### src/rtl/osc_pkg.sv
// Shared types and default widths for the pulse oscillator.
package osc_pkg;

  localparam int unsigned PHASE_W_DEF = 32;
  localparam int unsigned AMP_W_DEF   = 8;

  typedef enum logic [1:0] {
    ST_IDLE    = 2'd0,
    ST_RUN     = 2'd1,
    ST_RELEASE = 2'd2
  } osc_state_e;

endpackage

### src/rtl/phase_accumulator.sv
// Phase register with clear, step enable and carry-out of the next add.
module phase_accumulator #(
  parameter int unsigned PHASE_W = 32
) (
  input  logic               clk,
  input  logic               rst,
  input  logic               clear,
  input  logic               enable,
  input  logic [PHASE_W-1:0] incr,
  output logic [PHASE_W-1:0] phase,
  output logic               carry
);

  logic [PHASE_W-1:0] phase_q;
  logic [PHASE_W:0]   sum;

  assign sum   = {1'b0, phase_q} + {1'b0, incr};
  // Carry reflects the add that would happen on this edge, whether or not it is enabled.
  assign carry = sum[PHASE_W];
  assign phase = phase_q;

  always_ff @(posedge clk or posedge rst) begin
    if (rst) begin
      phase_q <= '0;
    end else if (clear) begin
      phase_q <= '0;
    end else if (enable) begin
      phase_q <= sum[PHASE_W-1:0];
    end
  end

endmodule

### src/rtl/pulse_oscillator.sv
// Gated pulse-wave oscillator with IDLE/RUN/RELEASE envelope.
// Optional hard-sync input enabled by defining PULSE_OSCILLATOR_SYNC_EN.
module pulse_oscillator
  import osc_pkg::*;
#(
  parameter int unsigned PHASE_W = PHASE_W_DEF,
  parameter int unsigned AMP_W   = AMP_W_DEF
) (
  input  logic                     clk_in,
  input  logic                     rst_in,
  input  logic                     step_in,
  input  logic [PHASE_W-1:0]       phase_incr_in,
  input  logic [PHASE_W-1:0]       duty_in,
  input  logic                     gate_in,
`ifdef PULSE_OSCILLATOR_SYNC_EN
  input  logic                     sync_in,
`endif
  output logic signed [AMP_W-1:0]  amp_out,
  output logic                     wrap_out,
  output logic                     active_out
);

  localparam logic [AMP_W-1:0] AmpPos = {1'b0, {(AMP_W-1){1'b1}}};
  localparam logic [AMP_W-1:0] AmpNeg = {1'b1, {(AMP_W-1){1'b0}}};

  osc_state_e         state_q, state_d;
  logic [PHASE_W-1:0] incr_sh_q, duty_sh_q;
  logic [PHASE_W-1:0] phase;
  logic               carry;
  logic               wrap_q;
  logic               running;
  logic               acc_clear;
  logic               acc_en;
  logic               sync_ev;
  logic               wrap_ev;
  logic               reload;

  assign running = (state_q != ST_IDLE);
  assign acc_en  = running & step_in;

`ifdef PULSE_OSCILLATOR_SYNC_EN
  assign sync_ev = running & sync_in;
`else
  assign sync_ev = 1'b0;
`endif

  assign wrap_ev = (acc_en & carry) | sync_ev;

  always_comb begin
    state_d   = state_q;
    reload    = wrap_ev;
    acc_clear = sync_ev;
    unique case (state_q)
      ST_IDLE: begin
        acc_clear = 1'b1;
        if (gate_in) begin
          state_d = ST_RUN;
          reload  = 1'b1;
        end
      end
      ST_RUN: begin
        if (!gate_in) state_d = ST_RELEASE;
      end
      ST_RELEASE: begin
        // A wrap ends the release regardless of gate; a zero increment would never wrap.
        if (wrap_ev || (incr_sh_q == '0)) begin
          state_d   = ST_IDLE;
          acc_clear = 1'b1;
        end else if (gate_in) begin
          state_d = ST_RUN;
        end
      end
      default: begin
        state_d   = ST_IDLE;
        acc_clear = 1'b1;
      end
    endcase
  end

  always_ff @(posedge clk_in or posedge rst_in) begin
    if (rst_in) begin
      state_q   <= ST_IDLE;
      incr_sh_q <= '0;
      duty_sh_q <= '0;
      wrap_q    <= 1'b0;
    end else begin
      state_q <= state_d;
      wrap_q  <= wrap_ev;
      if (reload) begin
        incr_sh_q <= phase_incr_in;
        duty_sh_q <= duty_in;
      end
    end
  end

  phase_accumulator #(
    .PHASE_W (PHASE_W)
  ) u_acc (
    .clk    (clk_in),
    .rst    (rst_in),
    .clear  (acc_clear),
    .enable (acc_en),
    .incr   (incr_sh_q),
    .phase  (phase),
    .carry  (carry)
  );

  always_comb begin
    amp_out = '0;
    if (running) begin
      amp_out = (phase < duty_sh_q) ? AmpPos : AmpNeg;
    end
  end

  assign wrap_out   = wrap_q;
  assign active_out = running;

endmodule

### config.mk
export PLATFORM = sky130hd
export DESIGN_NAME = pulse_oscillator
export DESIGN_NICKNAME = d
export VERILOG_FILES = /design/src/rtl/osc_pkg.sv /design/src/rtl/phase_accumulator.sv /design/src/rtl/pulse_oscillator.sv
export SDC_FILE = /design/constraint.sdc
export NUM_CORES = 1
export LEC_CHECK = 0
export BUFFER_PORTS_ARGS = -buffer_cell sky130_fd_sc_hd__buf_2
export CAP_MARGIN = 20
export CORE_ASPECT_RATIO = 1.2
export CORE_MARGIN = 3
export CORE_UTILIZATION = 30
export CTS_CLUSTER_DIAMETER = 60
export DETAILED_ROUTE_END_ITERATION = 10
export PLACE_DENSITY = 0.48
export SETUP_SLACK_MARGIN = 0.02
export SYNTH_ARGS = -nofsm -noshare
export SYNTH_HDL_FRONTEND = slang
export SYNTH_SLANG_ARGS = --single-unit
### constraint.sdc
create_clock -name clk_in -period 3.1 [get_ports clk_in]
set_input_delay 0.155 -clock clk_in [delete_from_list [all_inputs] [get_ports clk_in]]
set_output_delay 0.155 -clock clk_in [all_outputs]
set_load 0.01 [all_outputs]
==> flow_metrics.py <==
metrics = {
    "die": {
        "coreArea_mm2": 0.0206,
        "die_h_um": 166,
        "fp.dieW_um": 139,
        "io_pins": 78,
        "fp.dieArea_mm2": 0.0231,
        "rows": 57,
        "initial_core_util": 0.311,
    },
    "power_and_ir_drop": {
        "peakVddDrop_mv": 0.330,
        "p_leak_nw": 4.14,
        "p_int_mw": 3.90,
        "p_sw_mw": 2.49,
        "clkPwrFrac": 0.179,
        "pwr-share-seq": 0.318,
        "combinationalPowerShare": 0.502,
        "p_total_mw": 6.39,
        "switching_share": 0.390,
        "pwr_density_cell_mw_per_mm2": 768,
    },
    "global_routing": {
        "antenna_found_initial": 0,
        "met2_usage": 0.259,
        "met1_usage": 0.183,
        "overflow": 0,
        "grt_pass1_vias": 5483,
        "grt.met3_usage": 0.0334,
        "grt_busiest_layer": "met2",
        "grt_pass1_wl_mm": 28.3,
        "grtUsageTotal": 0.151,
        "grt_max_degree": 82,
    },
    "critical_path": {
        "crit_arrival_ps": 3390,
        "path_max_fanout": 5,
        "endpoint": "incr_sh_q[3]",
        "slowest_stage": "dfrtp_1",
        "crit_chain": "ha_2, inv_2, fa_2, and2b_1, o2111ai_2, nand3_2, and4b_1, o211ai_1, nand2_1, a21oi_2, a21boi_4, buf_6, clkbuf_16, mux2_1",
        "path_buf_inv": 3,
        "crit_cells": 14,
        "rr_worst_depth": 14,
        "cp-startpoint": "u_acc.phase[0]",
        "rrSetupSlack_ps": -50,
        "critPathRequiredTime_ps": 3340,
        "worstSetupPathType": "reg2reg",
        "r2r-start": "u_acc.phase[0]",
        "critPathTopFamily": "compound AO/OA/AOI/OAI gates",
        "worst_path_largest_cell_delay_ps": 390,
        "startpoint_type": "register",
        "reg2reg_to": "incr_sh_q[3]",
        "end_kind": "register",
    },
    "timing": {
        "setup_viol": 59,
        "fmax_ghz": 0.317,
        "setup_ws_ps": -51.2,
        "slew_viol_final": 0,
        "timing.hold.ws_ps": 9.55,
        "hold_viol_final": 0,
        "rsz0062_at_grt": "true",
        "worst_slew_pin_slew_ps": 606,
        "max-slew-margin-rel": 0.592,
        "finalCritPeriodShare": 1.02,
        "finalCriticalPeriod_ps": 3150,
        "clock_skew_ps": 9.84,
    },
    "yosys": {
        "netlist_area_mm2": 0.00640,
        "synthesis.nets": 774,
        "ys_seq_area_frac": 0.387,
        "ys_ff_latch": 99,
        "avgSynthCellArea_um2": 9.97,
        "syn_inst": 642,
        "async_flop_share": 1.00,
        "synth_edf_count": 0,
        "yosysWarnings": 0,
        "yosysUniqueCellTypes": 62,
        "synth_top_flop_cell": "dfrtp_1",
    },
    "placement": {
        "place_ws_ps": -146,
        "io_buffers": 77,
        "gp_congestion": 0.838,
        "hpwl_mm": 12.1,
    },
    "flow_run": {
        "maxCapViolations": 0,
    },
    "drt": {
        "routed_via_density": 5.11,
        "wl_per_cell_um": 17.8,
        "first_pass_iters": 5,
        "totalWireLength_mm": 18.4,
        "vias": 5275,
        "antenna_left": 0,
        "drc": 0,
        "drt_iter0_drc": 346,
    },
    "hold_path": {
        "worstHoldPathCells": 2,
        "min_path_type": "in2reg",
    },
    "clock_tree": {
        "root_buffer": "clkbuf_16",
        "cts_buffers": 9,
        "clkTransAtPathRegs_ps": 70,
        "htreeDepth": 3,
        "clock-sinks": 99,
        "clock_path_buffers": 2,
        "clkLatencyLatePin_ps": 360,
        "cts_tree": "yes",
    },
    "layout": {
        "syn2layout_area_growth_pct": 29.9,
        "antenna_cells": 0,
        "finish.utilization": 0.403,
        "nNetsFinal": 894,
        "layout-drive-gt1-share": 0.301,
    },
    "status": {
        "status": "complete, but fails checks",
        "violations": "negative setup slack",
    },
}
-- cells in the final DEF (no fill, tap or decap), types with 6 or more instances in the layout --
cell,synthesis,routed
buf_2,1,77
a21oi_2,3,6
a21o_1,22,22
mux2_2,50,12
buf_12,0,6
nand4_1,13,13
mux2_1,14,12
nor4_1,10,9
ha_1,63,59
nand2_1,46,46
a211oi_1,8,7
o21ai_0,21,19
buf_4,6,32
clkbuf_16,0,15
a21oi_1,59,55
dlygate4sd3_1,0,7
nor3_1,10,10
mux2_4,0,40
inv_1,42,38
dfrtp_1,99,99
nand3_1,13,12
buf_16,0,7
and3_1,6,6
a31oi_1,8,6
xnor2_1,13,13
nor2_1,40,40
-- power by group through the flow --
stage | Combinational [mW] | Clock, mW | Sequential, mW
floorplan | 2.06 | 0 | 1.90
global placement | 2.61 | 0 | 2.03
detailed placement | 2.66 | 0 | 2.05
CTS | 2.89 | 1.19 | 2.03
global route | 3.55 | 1.24 | 2.09
finish | 3.21 | 1.14 | 2.03
-- flip-flops by register name, summed over array words and instances, names as in the netlist --
register	cells
incr_sh_q	32
duty_sh_q	32
u_acc.phase	32
state_q	2
wrap_out	1
-- stage by stage --
stage	setup TNS (ps)	area, µm²	cells
2_1_floorplan	0	6400	642
3_3_place_gp	-1210	7170	983
3_5_place_dp	-8160	7170	983
4_1_cts	-635	7820	1015
5_1_grt	-12680	8310	1032
6_report	-1580	8310	1032
-- Yosys cell counts (4+ instances only) --
cell      number  area [µm²]
nand4_1       13        81.3
a31oi_1        8        50.1
nor3b_1        4        30.0
mux2_2        50         563
and2_1         5        31.3
nand2_1       46         173
clkbuf_1      13        48.8
o21bai_1       5        37.5
buf_8          6        90.1
nor2_1        40         150
mux2_1        14         158
inv_1         42         158
o21ai_0       21         105
nand3b_1       4        30.0
and3_1         6        37.5
dfrtp_1       99        2480
buf_4          6        45.0
xnor2_1       13         114
ha_1          63         788
a211oi_1       8        60.1
nor3_1        10        50.1
xor2_1         4        35.0
nor4_1        10        62.6
o21a_1         5        37.5
a21oi_1       59         295
a21o_1        22         165
nor2b_1        4        25.0
nand3_1       13        65.1
-- per-layer routing --
metal  up-vias  routed length, µm
li1       2562                  -
met1      2572               7870
met2       106               9170
met3        35                781
met4         0                569
met5         -                  0
-- kinds of logic (layout without fill, tap and decap cells) --
family / count (synthesis) / count (layout) / synth area share
DFF: 99 / 99 / 0.387
muxes: 67 / 67 / 0.117
and+or+nand+nor: 169 / 169 / 0.131
AOI/OAI and AO/OA: 156 / 156 / 0.159
buffers and inverters: 70 / 195 / 0.0565
adders and majority gates: 64 / 64 / 0.126
xor gates and xnor gates: 17 / 17 / 0.0233
-- worst min path at each step --
| stage | start | end |
|---|---|---|
| floorplan | gate_in | state_q[1] |
| global placement | phase_incr_in[1] | incr_sh_q[1] |
| detailed placement | phase_incr_in[1] | incr_sh_q[1] |
| CTS | phase_incr_in[2] | incr_sh_q[2] |
| global route | phase_incr_in[1] | incr_sh_q[1] |
| finish | phase_incr_in[8] | incr_sh_q[8] |
-- layout make-up --
cell class / instances / area (µm²)
clock inverters: 6 / 63.8
repair buffers: 137 / 1180
well taps: 265 / 332
clock buffers: 10 / 229
multi-input cells: 473 / 3870
inverters: 42 / 160
fillers: 2034 / 12300
flip-flops and latches: 99 / 2480
-- timing repair --
item / CTS / global route
buffers inserted: 5 / 11
gates cloned: 5 / 6
hold buffers: 6 / 1
resized for setup: 33 / 45
pin swaps: 5 / 24
hold endpoints to repair: 6 / 27
setup endpoints to repair: 71 / 88
Note: power is estimated with default switching activity, not from simulation.
